## config.mk

```make
export PLATFORM = sky130hd
export DESIGN_NAME = ad9361_port_emu
export DESIGN_NICKNAME = d
export VERILOG_FILES = /design/src/rtl/ad9361_port_emu_pkg.sv /design/src/rtl/ad9361_sample_fifo.sv /design/src/rtl/ad9361_port_emu.sv
export SDC_FILE = /design/constraint.sdc
export NUM_CORES = 1
export LEC_CHECK = 0
export ABC_AREA = 1
export CAP_MARGIN = 30
export CORE_MARGIN = 8
export CORE_UTILIZATION = 30
export DETAILED_ROUTE_END_ITERATION = 12
export GPL_TIMING_DRIVEN = 0
export PLACE_DENSITY = 0.54
export SETUP_SLACK_MARGIN = 0.4
export SLEW_MARGIN = 10
export SYNTH_ARGS = -nofsm -noshare
export SYNTH_HDL_FRONTEND = slang
export SYNTH_SLANG_ARGS = --single-unit
```

## constraint.sdc

```tcl
create_clock -name clk -period 3.4 [get_ports clk]
set_clock_uncertainty 0.2 [all_clocks]
set_input_delay 0.34 -clock clk [delete_from_list [all_inputs] [get_ports clk]]
set_output_delay 0.34 -clock clk [all_outputs]
set_load 0.02 [all_outputs]
```

## src/rtl/ad9361_port_emu_pkg.sv

```systemverilog
// Shared definitions for the AD9361 port emulator: word indices, frame pattern,
// half-word slice positions, decoder states and sample-set packing helpers.
package ad9361_port_emu_pkg;

  localparam int unsigned WORD_W = 12;
  localparam int unsigned SET_W  = 48;

  localparam logic [1:0] IDX_0 = 2'd0;
  localparam logic [1:0] IDX_1 = 2'd1;
  localparam logic [1:0] IDX_2 = 2'd2;
  localparam logic [1:0] IDX_3 = 2'd3;

  // Frame bit expected at each word index, LSB is index 0.
  localparam logic [3:0] FRAME_PATTERN = 4'b0011;

  localparam int unsigned HI_MSB = 11;
  localparam int unsigned HI_LSB = 6;
  localparam int unsigned LO_MSB = 5;
  localparam int unsigned LO_LSB = 0;

  typedef enum logic {
    ST_HUNT = 1'b0,
    ST_RUN  = 1'b1
  } tx_state_e;

  typedef struct packed {
    logic [WORD_W-1:0] q1;
    logic [WORD_W-1:0] i1;
    logic [WORD_W-1:0] q0;
    logic [WORD_W-1:0] i0;
  } sample_set_t;

  function automatic logic [WORD_W-1:0] set_word(input sample_set_t s, input logic [1:0] idx);
    logic [WORD_W-1:0] w;
    case (idx)
      IDX_0:   w = {s.q0[HI_MSB:HI_LSB], s.i0[HI_MSB:HI_LSB]};
      IDX_1:   w = {s.q0[LO_MSB:LO_LSB], s.i0[LO_MSB:LO_LSB]};
      IDX_2:   w = {s.q1[HI_MSB:HI_LSB], s.i1[HI_MSB:HI_LSB]};
      IDX_3:   w = {s.q1[LO_MSB:LO_LSB], s.i1[LO_MSB:LO_LSB]};
      default: w = '0;
    endcase
    return w;
  endfunction

  function automatic sample_set_t set_put(input sample_set_t s, input logic [1:0] idx,
                                          input logic [WORD_W-1:0] w);
    sample_set_t r;
    r = s;
    case (idx)
      IDX_0: begin
        r.q0[HI_MSB:HI_LSB] = w[HI_MSB:HI_LSB];
        r.i0[HI_MSB:HI_LSB] = w[LO_MSB:LO_LSB];
      end
      IDX_1: begin
        r.q0[LO_MSB:LO_LSB] = w[HI_MSB:HI_LSB];
        r.i0[LO_MSB:LO_LSB] = w[LO_MSB:LO_LSB];
      end
      IDX_2: begin
        r.q1[HI_MSB:HI_LSB] = w[HI_MSB:HI_LSB];
        r.i1[HI_MSB:HI_LSB] = w[LO_MSB:LO_LSB];
      end
      IDX_3: begin
        r.q1[LO_MSB:LO_LSB] = w[HI_MSB:HI_LSB];
        r.i1[LO_MSB:LO_LSB] = w[LO_MSB:LO_LSB];
      end
      default: r = s;
    endcase
    return r;
  endfunction

endpackage

```

## src/rtl/ad9361_sample_fifo.sv

```systemverilog
// Sample-set FIFO with a first-word-fall-through head; DEPTH must be a power of two.
module ad9361_sample_fifo
  import ad9361_port_emu_pkg::*;
#(
  parameter int unsigned DEPTH = 4
) (
  input  logic                        clk,
  input  logic                        rst_n,
  input  logic                        push_i,
  input  logic [SET_W-1:0]            data_i,
  input  logic                        pop_i,
  output logic [SET_W-1:0]            head_o,
  output logic                        full_o,
  output logic                        empty_o,
  output logic [$clog2(DEPTH):0]      count_o
);

  localparam int unsigned AW = $clog2(DEPTH);
  localparam logic [AW:0] CNT_FULL = (AW+1)'(DEPTH);

  logic [SET_W-1:0] mem_q [DEPTH];
  logic [AW-1:0]    wr_q, rd_q;
  logic [AW:0]      cnt_q;
  logic             do_push, do_pop;

  assign do_push = push_i && (cnt_q != CNT_FULL);
  assign do_pop  = pop_i && (cnt_q != '0);

  always_ff @(posedge clk) begin
    if (do_push) begin
      mem_q[wr_q] <= data_i;
    end
  end

  always_ff @(posedge clk or negedge rst_n) begin
    if (!rst_n) begin
      wr_q  <= '0;
      rd_q  <= '0;
      cnt_q <= '0;
    end else begin
      if (do_push) wr_q <= wr_q + AW'(1);
      if (do_pop)  rd_q <= rd_q + AW'(1);
      case ({do_push, do_pop})
        2'b10:   cnt_q <= cnt_q + (AW+1)'(1);
        2'b01:   cnt_q <= cnt_q - (AW+1)'(1);
        default: cnt_q <= cnt_q;
      endcase
    end
  end

  assign head_o  = mem_q[rd_q];
  assign full_o  = (cnt_q == CNT_FULL);
  assign empty_o = (cnt_q == '0);
  assign count_o = cnt_q;

endmodule

```

## src/rtl/ad9361_port_emu.sv

```systemverilog
// AD9361-side 2R2T port emulator: frames buffered sample sets onto rx_frame/rx_data
// and decodes tx_frame/tx_data back into sample sets while tracking alignment.
module ad9361_port_emu
  import ad9361_port_emu_pkg::*;
#(
  parameter int unsigned LOCK_FRAMES = 4,
  parameter int unsigned FIFO_DEPTH  = 4
) (
  input  logic              clk,
  input  logic              rst_n,
  input  logic              src_valid,
  output logic              src_ready,
  input  logic [WORD_W-1:0] src_i0,
  input  logic [WORD_W-1:0] src_q0,
  input  logic [WORD_W-1:0] src_i1,
  input  logic [WORD_W-1:0] src_q1,
  output logic              rx_frame,
  output logic [WORD_W-1:0] rx_data,
  output logic              rx_underrun,
  input  logic              tx_frame,
  input  logic [WORD_W-1:0] tx_data,
  output logic              snk_valid,
  output logic [WORD_W-1:0] snk_i0,
  output logic [WORD_W-1:0] snk_q0,
  output logic [WORD_W-1:0] snk_i1,
  output logic [WORD_W-1:0] snk_q1,
  output logic              tx_locked,
  output logic              tx_err,
  output logic [15:0]       err_count
);

  localparam int unsigned   CW       = $clog2(FIFO_DEPTH) + 1;
  localparam logic [CW-1:0] CNT_FULL = CW'(FIFO_DEPTH);
  localparam logic [3:0]    LOCK_C   = 4'(LOCK_FRAMES);

  // RX framer
  logic [1:0]        step_q, step_d;
  sample_set_t       hold_q, hold_d;
  logic              rx_frame_q, rx_frame_d;
  logic [WORD_W-1:0] rx_data_q, rx_data_d;
  logic              rx_urun_q, rx_urun_d;
  logic              src_ready_q, src_ready_d;
  sample_set_t       src_set, fifo_head;
  logic              fifo_push, fifo_pop, fifo_full, fifo_empty;
  logic [CW-1:0]     fifo_count, count_d;

  assign src_set   = {src_q1, src_i1, src_q0, src_i0};
  assign fifo_push = src_valid && src_ready_q && !fifo_full;
  assign fifo_pop  = (step_q == IDX_3) && !fifo_empty;

  ad9361_sample_fifo #(.DEPTH(FIFO_DEPTH)) u_fifo (
    .clk    (clk),
    .rst_n  (rst_n),
    .push_i (fifo_push),
    .data_i (src_set),
    .pop_i  (fifo_pop),
    .head_o (fifo_head),
    .full_o (fifo_full),
    .empty_o(fifo_empty),
    .count_o(fifo_count)
  );

  always_comb begin
    step_d    = step_q + 2'd1;
    hold_d    = hold_q;
    rx_urun_d = 1'b0;
    if (step_q == IDX_3) begin
      if (!fifo_empty) begin
        hold_d = fifo_head;
      end else begin
        hold_d    = '0;
        rx_urun_d = 1'b1;
      end
    end else begin
      hold_d = hold_q;
    end
    rx_frame_d = !step_d[1];
    rx_data_d  = set_word(hold_d, step_d);
    // Ready reflects the occupancy after this edge, so it never lags a pop.
    case ({fifo_push, fifo_pop})
      2'b10:   count_d = fifo_count + CW'(1);
      2'b01:   count_d = fifo_count - CW'(1);
      default: count_d = fifo_count;
    endcase
    src_ready_d = (count_d != CNT_FULL);
  end

  always_ff @(posedge clk or negedge rst_n) begin
    if (!rst_n) begin
      step_q      <= IDX_3;
      hold_q      <= '0;
      rx_frame_q  <= 1'b0;
      rx_data_q   <= '0;
      rx_urun_q   <= 1'b0;
      src_ready_q <= 1'b0;
    end else begin
      step_q      <= step_d;
      hold_q      <= hold_d;
      rx_frame_q  <= rx_frame_d;
      rx_data_q   <= rx_data_d;
      rx_urun_q   <= rx_urun_d;
      src_ready_q <= src_ready_d;
    end
  end

  // TX decoder
  logic              f_q, f_p_q, rise;
  logic [WORD_W-1:0] w_q;
  tx_state_e         state_q, state_d;
  logic [1:0]        idx_q, idx_d;
  sample_set_t       stage_q, stage_d, snk_q, snk_d;
  logic              snk_valid_q, snk_valid_d;
  logic [3:0]        good_q, good_d;
  logic              locked_q, locked_d;
  logic              err_q, err_d;
  logic [15:0]       err_cnt_q, err_cnt_d;

  assign rise = f_q && !f_p_q;

  always_comb begin
    state_d     = state_q;
    idx_d       = idx_q;
    stage_d     = stage_q;
    snk_d       = snk_q;
    snk_valid_d = 1'b0;
    good_d      = good_q;
    locked_d    = locked_q;
    err_d       = 1'b0;
    err_cnt_d   = err_cnt_q;
    case (state_q)
      ST_HUNT: begin
        if (rise) begin
          stage_d = set_put(stage_q, IDX_0, w_q);
          idx_d   = IDX_1;
          state_d = ST_RUN;
        end else begin
          state_d = ST_HUNT;
        end
      end
      ST_RUN: begin
        if (f_q == FRAME_PATTERN[idx_q]) begin
          stage_d = set_put(stage_q, idx_q, w_q);
          idx_d   = idx_q + 2'd1;
          if (idx_q == IDX_3) begin
            snk_d       = stage_d;
            snk_valid_d = 1'b1;
            good_d      = (good_q == LOCK_C) ? good_q : good_q + 4'd1;
            locked_d    = locked_q || (good_d == LOCK_C);
          end else begin
            snk_valid_d = 1'b0;
          end
        end else begin
          err_d     = 1'b1;
          err_cnt_d = (err_cnt_q == 16'hFFFF) ? err_cnt_q : err_cnt_q + 16'd1;
          locked_d  = 1'b0;
          good_d    = 4'd0;
          // A rising frame bit on the bad word is itself the start of a new frame.
          if (rise) begin
            stage_d = set_put(stage_q, IDX_0, w_q);
            idx_d   = IDX_1;
            state_d = ST_RUN;
          end else begin
            idx_d   = IDX_0;
            state_d = ST_HUNT;
          end
        end
      end
      default: begin
        idx_d   = IDX_0;
        state_d = ST_HUNT;
      end
    endcase
  end

  always_ff @(posedge clk or negedge rst_n) begin
    if (!rst_n) begin
      f_q         <= 1'b0;
      f_p_q       <= 1'b0;
      w_q         <= '0;
      state_q     <= ST_HUNT;
      idx_q       <= IDX_0;
      stage_q     <= '0;
      snk_q       <= '0;
      snk_valid_q <= 1'b0;
      good_q      <= 4'd0;
      locked_q    <= 1'b0;
      err_q       <= 1'b0;
      err_cnt_q   <= 16'd0;
    end else begin
      f_q         <= tx_frame;
      f_p_q       <= f_q;
      w_q         <= tx_data;
      state_q     <= state_d;
      idx_q       <= idx_d;
      stage_q     <= stage_d;
      snk_q       <= snk_d;
      snk_valid_q <= snk_valid_d;
      good_q      <= good_d;
      locked_q    <= locked_d;
      err_q       <= err_d;
      err_cnt_q   <= err_cnt_d;
    end
  end

  assign src_ready   = src_ready_q;
  assign rx_frame    = rx_frame_q;
  assign rx_data     = rx_data_q;
  assign rx_underrun = rx_urun_q;
  assign snk_valid   = snk_valid_q;
  assign snk_i0      = snk_q.i0;
  assign snk_q0      = snk_q.q0;
  assign snk_i1      = snk_q.i1;
  assign snk_q1      = snk_q.q1;
  assign tx_locked   = locked_q;
  assign tx_err      = err_q;
  assign err_count   = err_cnt_q;

endmodule

```

# Word level (Yosys, flattened, before mapping)

Memories as Yosys holds them, arrays and structs flattened.
Cells that the tools add are included.

Output and inout port bits: 82
Memories: 1
Logic and storage cells: 121
Flip-flop bits (word level): 208
RAM bits: 192
Input bits: 64

Reduce and logical (&&, ||, !) cells: 19
$lt $le $gt $ge: 1
Bitwise gates (word level): 3
$add $sub $neg: 8
Muxes and demuxes: 39
Equal/unequal tests: 20

Memories:

| name         | depth | bits a word | read ports | clocked after Yosys merged registers in | wr ports | RTL line                 | RTL |
|---|---|---|---|---|---|---|---|
| u_fifo.mem_q | 4     | 48          | 1          | 0                                       | 1        | ad9361_sample_fifo.sv:21 | `logic [SET_W-1:0] mem_q [DEPTH];` |

Operator list:

| cell                    | number |
|---|---|
| $mux W48                | 3 |
| $pmux W48 S2            | 1 |
| $mux W6                 | 8 |
| $pmux W12 S4            | 1 |
| $mux W24                | 1 |
| $add A16 B1 Y16 const B | 1 |
| $eq A16 B16 Y1 const B  | 1 |
| $mux W1                 | 15 |
| $eq A2 B2 Y1 const B    | 7 |
| $mux W4                 | 3 |
| $pmux W3 S2             | 2 |
| $add A2 B1 Y2 const B   | 4 |
| $eq A2 B1 Y1 const B    | 4 |
| $eq A4 B3 Y1 const B    | 2 |
| $logic_and A1 B1 Y1     | 6 |
| $ne A3 B3 Y1 const B    | 2 |
| $reduce_and A3 Y1       | 2 |
| $add A4 B1 Y4 const B   | 1 |
| $logic_not A1 Y1        | 4 |
| $logic_not A2 Y1        | 2 |
| $mux W2                 | 2 |
| $pmux W2 S2             | 1 |
| $add A3 B1 Y3 const B   | 1 |
| $eq A3 B3 Y1 const B    | 1 |
| other kinds (13)        | 15 |

# Depth between registers and ports, before layout

Gate-level depths: netlist (run 1).

Word-level depth: 6
Mapped depth: 12
Gate-level depth less buffers: 11

# By module

A second synthesis (run 1) with hierarchy kept.

Cells, all modules: 1,647
Area total of the unflattened synthesis: 16,513.3 um^2

Modules (own cells, without submodules):

| module             | sequential area each (um^2) | cells an instance | times used | area each (um^2) |
|---|---|---|---|---|
| ad9361_port_emu    | 4,732.0                     | 1,025             | 1          | 8,380.5 |
| ad9361_sample_fifo | 5,940.7                     | 622               | 1          | 8,132.8 |

# Least setup slack after synthesis (run 1)

No wires, ideal clock.

Kind: reg2reg
Start point: register u_fifo.cnt_q[0] (netlist: u_fifo.count_o[0])
End point: memory u_fifo.mem_q[0][0] (enable)
Required time: 2.746 ns
Cell stages (with the launch flop): 6
Setup time: 0.454 ns
Buffers on the path: 0
Clock period less this slack: 3.644 ns
Path slack: -0.244 ns
Arrival: 2.990 ns
Cells stage by stage: dfrtp_1 > inv_1 > ha_1 > nand2_1 > nand3_1 > nor2_1

Cells in the longest elaborated chain, start to end: 6
Elaborated cells between the ends (all ways): 7
Classes of those cells: eq/ne (2); mux (2); reduce/logical (3)

Ends and longest elaborated chain:

| what                            | RTL line                 | RTL |
|---|---|---|
| start: declaration              | ad9361_sample_fifo.sv:23 | `logic [AW:0] cnt_q;` |
| start signal: assignment        | ad9361_sample_fifo.sv:44 | `2'b10: cnt_q <= cnt_q + (AW+1)'(1);` |
| start signal: assignment        | ad9361_sample_fifo.sv:45 | `2'b01: cnt_q <= cnt_q - (AW+1)'(1);` |
| start signal: assignment        | ad9361_sample_fifo.sv:46 | `default: cnt_q <= cnt_q;` |
| $eq A3 B3 Y1                    | ad9361_sample_fifo.sv:52 | `assign full_o = (cnt_q == CNT_FULL);` |
| $logic_not A1 Y1                | ad9361_port_emu.sv:48    | `assign fifo_push = src_valid && src_ready_q && !fifo_full;` |
| $logic_and A1 B1 Y1             | ad9361_port_emu.sv:48    |  |
| $logic_and A1 B1 Y1 *           | ad9361_sample_fifo.sv:26 | `assign do_push = push_i && (cnt_q != CNT_FULL);` |
| $mux W1 *                       | ad9361_sample_fifo.sv:30 | `if (do_push) begin` |
| $mux W1 (not written as such) * | ad9361_sample_fifo.sv:31 | `mem_q[wr_q] <= data_i;` |
| end: declaration                | ad9361_sample_fifo.sv:21 |  |

Every way passes the cells marked *; elsewhere a longest branch is shown, timed or not.

# Worst setup path after layout (run 1)

Start point: register u_fifo.cnt_q[0] (netlist: u_fifo.count_o[0])
End point: memory u_fifo.mem_q[1][17] (enable)

The elaborated chain is that of the path after synthesis.

==> summary.txt, run 1 <==
Global routing
  • Initial antenna violation count: 2
  • First-pass GRT wire length: 68200 microns
  • Remaining Overflow, GRT: 0
  • Global Route Usage Sum: 14.2%
  • Vias in the first global route: 11800
  • Largest net degree at the start of global routing: 104

Critical path
  • Cell class contributing the biggest share of worst-path delay: simple AND/OR/NAND/NOR gates
  • Crit end category: flip-flop
  • Critical path arrival: 2.79 ns
  • Worst path bufs/invs: 2
  • Worst path required time: 3.45 ns
  • CP max stage delay: 0.72 ns
  • Reg2reg path depth: 6
  • Crit Path Max Fanout: 20
  • Worst setup path class: flip-flop to flip-flop
  • Worst r2r src: u_fifo.count_o[0]
  • Reg2reg setup slack: 0.67 ns
  • Cell Chain, Critical Path: inv_1 -> ha_1 -> nand2_1 -> nand3_1 -> nor2_4 -> buf_12
  • Reg-to-Reg End: u_fifo.mem_q[1][17]
  • Slowest cell on the critical path: nor2_4
  • Startpoint Class: flip-flop

Finish
  • Most frequent cells in the layout: nand2_1 (609), dfrtp_1 (194), edfxtp_1 (192)
  • Most common cell after layout, fill and taps aside: nand2_1
  • Core Util, Final: 38.4%
  • Final net count: 1858
  • Area growth syn-to-layout: 26.4%
  • Fillers: 5131
  • Layout cell share with drive strength beyond 1: 9.46%

Synth
  • Simple-gate share of the synthesized area: 21.0%
  • Seq cells post-synth: 388
  • Cells after Synth: 1560
  • Syn Nets: 1646
  • Post-Synthesis Cell Area: 0.0160 sq mm
  • Compound-Gate Fraction of Synth Area: 4.30%
  • Adder and majority gate portion of the synthesized area: 1.73%
  • Post-Synth XOR/XNOR Area: 1.20%
  • Synth cell types: 33
  • Syn Area/Cell: 10.2 sq um
  • Seq/Total Area, Yosys: 66.9%
  • Yosys top cell by area: edfxtp_1
  • Largest family of logic cells by synthesized area: simple AND/OR/NAND/NOR gates
  • Ys Warns: 0
  • Top cells by area, synth: edfxtp_1 (36%), dfrtp_1 (30%), nand2_1 (14%)
  • Post-synth top area share: 36.1%
  • Mux cell area share after synthesis: 0%

Floorplanning
  • Die Wd: 247 microns
  • DIE HEIGHT: 247 microns
  • Core ar.: 0.0526 sq mm
  • Starting Density: 30.4%
  • Die ar.: 0.0608 sq mm
  • Io pins: 146
  • Row cnt: 84

Route
  • WL final: 43200 microns
  • Post-route DRC: 0
  • Post-route ant nets: 0
  • Via count: 11300
  • Total iterations of the first detailed-routing run: 6
  • Via density: 4.54
  • DRT iter0 DRCs: 844
  • WL/cell: 17.3 microns

Min path
  • Worst hold path class: input pin to flip-flop
  • Hold wc startpoint: tx_data[0]
  • Hold Path Sink: w_q[0]
  • Hold Crit Depth: 1

STA
  • Pin slew with the least headroom to its limit: 0.711 ns
  • Final Hold Fails: 0
  • Final Cycle Share: 80.4%
  • Final setup viols: 0
  • RSZ-0062 raised after global routing: no
  • Slew Viols, Final: 0
  • Rel. slew slack: 52.5%
  • Setup TNS: 0 ns
  • Worst setup margin: 0.666 ns
  • Fmax: 366 MHz
  • Fin crit period: 2.73 ns

Clocking
  • CTS tree: yes
  • Clock edge transition at the registers on the reported setup and hold paths: 0.06 ns
  • Clock latency on the worst-skew pair: 0.59 ns
  • CTS root buf: clkbuf_16
  • Cts bufs inserted: 44
  • Cts repair resizes: 0
  • TritonCTS Sinks: 388
  • H-tree depth: 2
  • CTS max path bufs: 3

Pwr
  • Maximum vdd drop: 0.000410 V
  • Leak: 0.00860 uW
  • Final total power: 17500 uW
  • PwrDens: 865 mW/mm^2

Placement
  • Hpwl dp: 30000 microns
  • Port Buffers: 145
  • Setup Slack @ Placement: 0.584 ns
  • Placer's final routability congestion estimate: 0.821

Status
  • Status: finished clean

Run
  • Number of max-cap violations: 0
power by group:
group	total (uW)	internal, uW	switching (uW)
combinational	5650	2030	3620
sequential	6890	6380	511
clock	4910	2900	2020
worst register-to-register path: stages (launching register included):
cell,delay [ns]
dfrtp_1,0.40
inv_1,0.10
ha_1,0.22
nand2_1,0.09
nand3_1,0.40
nor2_4,0.72
buf_12,0.27
registers in the layout, summed over array words and instances, names as in the netlist, 2 cells and up:
| name | cells |
|---|---|
| idx_q | 2 |
| step_q | 2 |
| u_fifo.count_o | 3 |
| w_q | 12 |
| rx_data | 12 |
| snk_q0 | 12 |
| err_count | 16 |
| snk_i1 | 12 |
| u_fifo.wr_q | 2 |
| snk_i0 | 12 |
| hold_q | 48 |
| u_fifo.rd_q | 2 |
| good_q | 4 |
| u_fifo.mem_q | 192 |
| stage_q | 36 |
| snk_q1 | 12 |
kinds of logic (layout without fill, tap and decap cells):
group	count (synthesis)	after routing
AOI/OAI and AO/OA	132	132
xor gates and xnor gates	21	21
adders and majority gates	22	22
buffers and inverters	168	416
DFF	388	388
other	0	1
and+or+nand+nor	829	829
cell usage after synthesis:
cell type / n
a21o_1: 1
a21oi_1: 14
buf_2: 38
buf_4: 15
buf_6: 5
clkbuf_1: 19
dfrtp_1: 194
dfstp_2: 2
edfxtp_1: 192
ha_1: 22
inv_1: 85
inv_2: 5
inv_4: 1
nand2_1: 609
nand2_2: 2
nand3_1: 147
nand3b_1: 2
nand3b_2: 1
nand4_1: 2
nor2_1: 55
nor2_2: 2
nor2_4: 2
nor3_1: 5
nor3_2: 1
o21ai_0: 105
o21ai_1: 4
o21ai_2: 4
o22ai_1: 3
o2bb2ai_1: 1
or2_2: 1
xnor2_1: 12
xnor2_2: 1
xor2_1: 8
worst max path at each step:
stage	cells past startpoint	start	endpoint
floorplan	5	u_fifo.count_o[0]	u_fifo.mem_q[0][0]
global placement	1	rst_n	rx_data[1]
detailed placement	4	src_valid	u_fifo.mem_q[1][37]
CTS	6	u_fifo.count_o[0]	u_fifo.mem_q[1][17]
global route	6	u_fifo.count_o[0]	u_fifo.mem_q[1][17]
finish	6	u_fifo.count_o[0]	u_fifo.mem_q[1][17]
per-layer routing:
metal,track usage [%],up-vias,part of all wire [%]
met2,24.8,296,49
met3,2.99,60,6.2
met5,0,-,0.023
met4,3.84,2,1.9
li1,-,5519,-
met1,17.6,5449,43
layout make-up:
class | instances | area, sq um | share of cell area, %
Sequential cell | 388 | 10700 | 52.9
Multi-Input combinational cell | 1004 | 4540 | 22.5
Timing Repair Buffer | 166 | 1800 | 8.92
Clock buffer | 58 | 1230 | 6.12
Tap cell | 688 | 861 | 4.27
Buffer | 77 | 430 | 2.13
Inverter | 91 | 344 | 1.71
Clock inverter | 24 | 293 | 1.45
Antenna cell | 1 | 2.50 | 0.0124
stage by stage:
step / std cells / hold WS [ns] / instance area, sq um
2_1_floorplan: 1560 / -0.156 / 16000
3_3_place_gp: 2393 / 0.239 / 18300
3_5_place_dp: 2403 / -0.00181 / 18500
4_1_cts: 2496 / 0.00240 / 20200
5_1_grt: 2496 / 0.0118 / 20200
6_report: 2497 / 0.0358 / 20200
repair_timing:
item,CTS,global route
setup buffers,0,0
hold endpoints to repair,134,0
hold buffers,11,0
(Power assumes the default switching activity.)
==> run 2, diff against run 1 <==
--- a/config.mk
+++ b/config.mk
@@ -11,7 +11,7 @@
 export CORE_UTILIZATION = 30
 export DETAILED_ROUTE_END_ITERATION = 12
 export GPL_TIMING_DRIVEN = 0
-export PLACE_DENSITY = 0.54
+export PLACE_DENSITY = 0.52
 export SETUP_SLACK_MARGIN = 0.4
 export SLEW_MARGIN = 10
 export SYNTH_ARGS = -nofsm -noshare
==> constraint.sdc (replaced) <==
create_clock -name clk -period 2.65 [get_ports clk]
set_clock_uncertainty 0.2 [all_clocks]
set_input_delay 0.265 -clock clk [delete_from_list [all_inputs] [get_ports clk]]
set_output_delay 0.265 -clock clk [all_outputs]
set_load 0.02 [all_outputs]
==> summary.txt, run 2 (synthesis gave the netlist of run 1 again) <==
Clocking
  • CTS max path bufs: 3
  • Cts bufs inserted: 44
  • Clock latency on the worst-skew pair: 0.58 ns
  • CTS tree: yes
  • CTS root buf: clkbuf_16
  • H-tree depth: 2
  • TritonCTS Sinks: 388
  • Clock edge transition at the registers on the reported setup and hold paths: 0.06 ns

Critical path
  • Cell Chain, Critical Path: ha_4 -> inv_4 -> nor2_4 -> buf_8 -> inv_1 -> ha_2 -> or2_2 -> nor2_1 -> o2bb2ai_1 -> a21oi_1
  • Reg2reg path depth: 10
  • Slowest cell on the critical path: dfstp_2
  • Reg2reg setup slack: 0.47 ns
  • Critical path arrival: 2.45 ns
  • Worst path required time: 2.92 ns
  • Crit end category: flip-flop
  • Reg-to-Reg End: src_ready
  • Crit Path Max Fanout: 7
  • CP max stage delay: 0.57 ns
  • Worst setup path class: flip-flop to flip-flop
  • Startpoint Class: flip-flop
  • Worst r2r src: step_q[0]

Min path
  • Hold wc startpoint: src_q1[8]
  • Hold Crit Depth: 1
  • Worst hold path class: input pin to flip-flop
  • Hold Path Sink: u_fifo.mem_q[2][44]

Pwr
  • Switching power share of the total: 34.5%
  • Clock share of power: 29.8%
  • Combinational group share of total power: 32.0%
  • Maximum vdd drop: 0.000589 V
  • P_sw: 7980 uW
  • Final total power: 23100 uW
  • Pint: 15100 uW
  • Sequential Power Share: 38.2%
  • Leak: 0.00875 uW
  • PwrDens: 1130 mW/mm^2

Run
  • Number of max-cap violations: 0

Global routing
  • Vias in the first global route: 11600
  • Largest net degree at the start of global routing: 99
  • Initial antenna violation count: 2
  • Global Route Usage Sum: 14.4%
  • Remaining Overflow, GRT: 0
  • First-pass GRT wire length: 68300 microns

STA
  • Final Cycle Share: 82.2%
  • Pin slew with the least headroom to its limit: 0.822 ns
  • Rel. slew slack: 45.0%
  • Setup TNS: 0 ns
  • Final setup viols: 0
  • Fin crit period: 2.18 ns
  • Slew Viols, Final: 0
  • RSZ-0062 raised after global routing: yes
  • Fmax: 459 MHz
  • Final Hold Fails: 0

Finish
  • Most common cell after layout, fill and taps aside: nand2_1
  • Area growth syn-to-layout: 28.7%
  • Biggest regs: u_fifo.mem_q x192, hold_q x48, stage_q x36
  • Number of diodes: 0
  • Layout cell share with drive strength beyond 1: 11.4%
  • Most frequent cells in the layout: nand2_1 (607), dfrtp_1 (194), edfxtp_1 (192)
  • Final net count: 1874
  • Core Util, Final: 39.1%
  • Largest Register: u_fifo.mem_q
  • Max reg flops: 192

Route
  • Via density: 4.55
  • DRT iter0 DRCs: 712
  • Post-route ant nets: 0
  • Via count: 11400
  • WL final: 44100 microns
  • WL/cell: 17.6 microns
  • Total iterations of the first detailed-routing run: 5
  • Post-route DRC: 0

Placement
  • Placer's final routability congestion estimate: 0.821
  • Port Buffers: 145
  • Hpwl dp: 30200 microns

Floorplanning
  • DIE HEIGHT: 247 microns
  • Starting Density: 30.4%
  • Core ar.: 0.0526 sq mm
  • Die ar.: 0.0608 sq mm
  • Die Wd: 247 microns
  • Io pins: 146
  • Row cnt: 84

Status
  • Status: finished clean
-- run 2: cell count changes in the layout (fill, tap and decap cells not counted), moves of 3 or more --
cell | before | now
nor2_1 | 51 | 36
nor2_2 | 2 | 15
buf_4 | 15 | 23
bufinv_16 | 4 | 10
clkbuf_1 | 25 | 20
dlygate4sd3_1 | 10 | 15
buf_6 | 5 | 9
buf_2 | 38 | 35
ha_1 | 22 | 19
-- run 2: timing repair --
item,4_1_cts,5_1_grt
endpoints found under the hold margin,111,0
setup endpoints to repair,15,34
gates resized for setup,19,15
setup buffers,3,9
cloned,0,0
pin swaps,2,6
hold buffers,15,0
-- run 2: routing by layer --
metal,GRT usage (%),vias up,routed length (microns)
met4,4.52,4,1070
li1,-,5562,-
met5,0,-,32
met2,24.1,270,21200
met1,18.7,5521,19700
met3,2.65,70,2120
-- run 2: area by class of cell --
cell class | count | area [sq um]
Tap cell | 688 | 861
Sequential cell | 388 | 10700
Buffer | 77 | 458
Clock inverter | 27 | 440
Multi-Input combinational cell | 1004 | 4620
Timing Repair Buffer | 182 | 1920
Clock buffer | 53 | 1220
Fill cell | 5111 | 32000
Inverter | 91 | 347
-- run 2: worst max-delay path by stage --
stage | end | startpoint | slack [ns]
after floorplan | u_fifo.mem_q[0][0] | u_fifo.count_o[0] | 0.40
after global placement | rx_data[7] | rst_n | -7.87
after detailed placement | src_ready | step_q[0] | 0.01
after CTS | src_ready | u_fifo.count_o[1] | 0.36
after global routing | src_ready | u_fifo.count_o[1] | 0.39
final | src_ready | step_q[0] | 0.47
-- run 2: worst max-delay path: cells and delay by family, from the launching register on --
| kind | cells | cell delay (ns) |
|---|---|---|
| flops | 1 | 0.57 |
| simple gates | 3 | 0.52 |
| fa+ha+maj | 2 | 0.32 |
| buf+inv | 3 | 0.25 |
| compound gates | 2 | 0.21 |
-- run 2: power groups by stage --
stage	Sequential, uW	Combinational, uW	Clock [uW]
finish	8830	7400	6880
global route	9010	8240	7270
CTS	8850	7470	7060
detailed placement	8950	7340	0
global placement	8970	7090	0
floorplan	9400	3750	0
-- run 2: per-stage QoR --
| stage | std cells | hold slack, ns | setup WS, ns | cell area (sq um) |
|---|---|---|---|---|
| detailed placement | 2403 | -0.0984 | 0.00954 | 18500 |
| global placement | 2393 | 0.265 | -7.87 | 18300 |
| finish | 2510 | 0.105 | 0.471 | 20500 |
| global route | 2510 | 0.0980 | 0.387 | 20500 |
| CTS | 2501 | 0.0638 | 0.357 | 20400 |
| floorplan | 1560 | -0.231 | 0.400 | 16000 |
==> run 3, diff against run 2 <==
==> constraint.sdc (replaced) <==
create_clock -name clk -period 2.02 [get_ports clk]
set_clock_uncertainty 0.2 [all_clocks]
set_input_delay 0.202 -clock clk [delete_from_list [all_inputs] [get_ports clk]]
set_output_delay 0.202 -clock clk [all_outputs]
set_load 0.02 [all_outputs]
==> summary.txt, run 3 (synthesis gave the netlist of run 1 again) <==
STA
  • Worst setup margin: -0.0658 ns
  • Hold Slack: 0.00205 ns
  • Final Hold Fails: 0
  • Pin slew with the least headroom to its limit: 0.560 ns
  • Fin crit period: 2.09 ns
  • Final Cycle Share: 103%
  • Final setup viols: 22
  • RSZ-0062 raised after global routing: yes
  • Slew Viols, Final: 0
  • Fmax: 479 MHz
  • Rel. slew slack: 62.7%

Placement
  • Hpwl dp: 30200 microns
  • Setup Slack @ Placement: -0.511 ns
  • Placer's final routability congestion estimate: 0.815
  • Port Buffers: 145
  • # placed instances: 2402

Finish
  • Biggest regs: u_fifo.mem_q x192, hold_q x48, stage_q x36
  • Most frequent cells in the layout: nand2_1 (480), edfxtp_1 (192), dfrtp_1 (179)
  • Largest Register: u_fifo.mem_q
  • Max reg flops: 192
  • Post-Layout Cell Count: 2630
  • Final net count: 1990
  • Area growth syn-to-layout: 46.8%
  • Layout cell share with drive strength beyond 1: 33.5%
  • Most common cell after layout, fill and taps aside: nand2_1

Route
  • Total iterations of the first detailed-routing run: 7
  • WL/cell: 19.1 microns
  • Via density: 4.67
  • Via count: 12300
  • Post-route DRC: 0
  • WL final: 50300 microns
  • DRT iter0 DRCs: 787
  • Post-route ant nets: 0

Floorplanning
  • DIE HEIGHT: 247 microns
  • Row cnt: 84
  • Die Wd: 247 microns
  • Core ar.: 0.0526 sq mm
  • Die ar.: 0.0608 sq mm
  • Io pins: 146
  • Starting Density: 30.4%

Min path
  • Worst hold path class: input pin to asynchronous set/reset pin

Critical path
  • Crit end category: flip-flop
  • Critical path arrival: 2.34 ns
  • Reg2reg setup slack: -0.07 ns
  • Reg2reg path depth: 13
  • Worst setup startpoint: u_fifo.count_o[1]
  • Startpoint Class: flip-flop
  • Crit Path Max Fanout: 10
  • Worst path required time: 2.27 ns
  • Worst setup path class: flip-flop to flip-flop
  • Critical Path End: rx_data[9]
  • Worst r2r src: u_fifo.count_o[1]
  • Reg-to-Reg End: rx_data[9]

Clocking
  • Clock edge transition at the registers on the reported setup and hold paths: 0.06 ns
  • Cts bufs inserted: 44
  • CTS tree: yes
  • TritonCTS Sinks: 388
  • Clock latency on the worst-skew pair: 0.57 ns
  • H-tree depth: 2
  • CTS root buf: clkbuf_16
  • CTS max path bufs: 3

Status
  • Status: complete, but fails checks
  • Failing checks: setup timing

Global routing
  • Vias in the first global route: 12200
  • Initial antenna violation count: 2
  • Largest net degree at the start of global routing: 106
  • Remaining Overflow, GRT: 0
  • First-pass GRT wire length: 73500 microns
  • Global Route Usage Sum: 15.6%

Pwr
  • Leak: 0.0102 uW
  • PwrDens: 1420 mW/mm^2
  • Maximum vdd drop: 0.000716 V
  • Final total power: 33200 uW

Run
  • Number of max-cap violations: 0
[run 3: worst min path at each step]
stage | start | endpoint | slack (ns) | depth (start not counted)
6_report | rst_n | err_count[13] | 0.002 | 2
5_1_grt | rst_n | err_count[13] | 0.03 | 2
4_1_cts | src_q1[4] | u_fifo.mem_q[1][40] | 0.009 | 1
3_5_place_dp | rst_n | err_count[14] | 0.07 | 1
3_3_place_gp | f_q | f_p_q | 0.26 | 0
2_1_floorplan | rst_n | err_count[0] | -0.29 | 0
[run 3: stage by stage]
step / instance area [sq um] / util (%) / TNS, ns
after floorplan: 16100 / - / -35.60
after global placement: 18400 / 35.0 / -1816.33
after detailed placement: 18600 / 35.4 / -31.53
after CTS: 21500 / 41.0 / -0.408
after global routing: 23400 / 44.6 / -4.66
final: 23400 / 44.6 / -0.496
[run 3: area by class of cell]
type	instances	area, sq um
Clock buffer	61	1270
Sequential cell	388	10700
Tap cell	688	861
Multi-Input combinational cell	1004	5670
Antenna cell	2	5.00
Timing Repair Buffer	298	3600
Buffer	77	774
Fill cell	4871	29100
Inverter	91	377
Clock inverter	21	171
[run 3: timing repair]
item	CTS	global route
setup endpoints to repair	437	403
gates resized for setup	513	367
pin swaps	25	70
setup buffers	51	39
hold endpoints to repair	104	0
hold buffers	14	0
gates cloned	21	19
[run 3: power breakdown]
group          leakage [uW]  internal [uW]  total [uW]  switching (uW)
Sequential          0.00420          10800       11700             923
Clock              0.000715           4570        7940            3360
Combinational       0.00529           5730       13600            7860
Total                0.0102          21100       33200           12100
[run 3: worst max-delay path, cell delays in order, from the launching register on]
cell and delay [ns]:
dfrtp_1 0.40, inv_2 0.10, ha_4 0.17, inv_4 0.04
nor2_4 0.15, nor2_4 0.07, buf_6 0.14, buf_12 0.14
nand3_1 0.12, nand2_2 0.09, nand2_1 0.07, nand2_1 0.06
nor2_2 0.13, nor2_2 0.07
[run 3: layer usage]
layer	wire length (microns)	share of wire, %	GRT usage (%)
met1	20800	41	19.5
met2	25300	50	27.0
met3	2490	5.0	2.84
met4	1800	3.6	5.51
met5	0	0	0
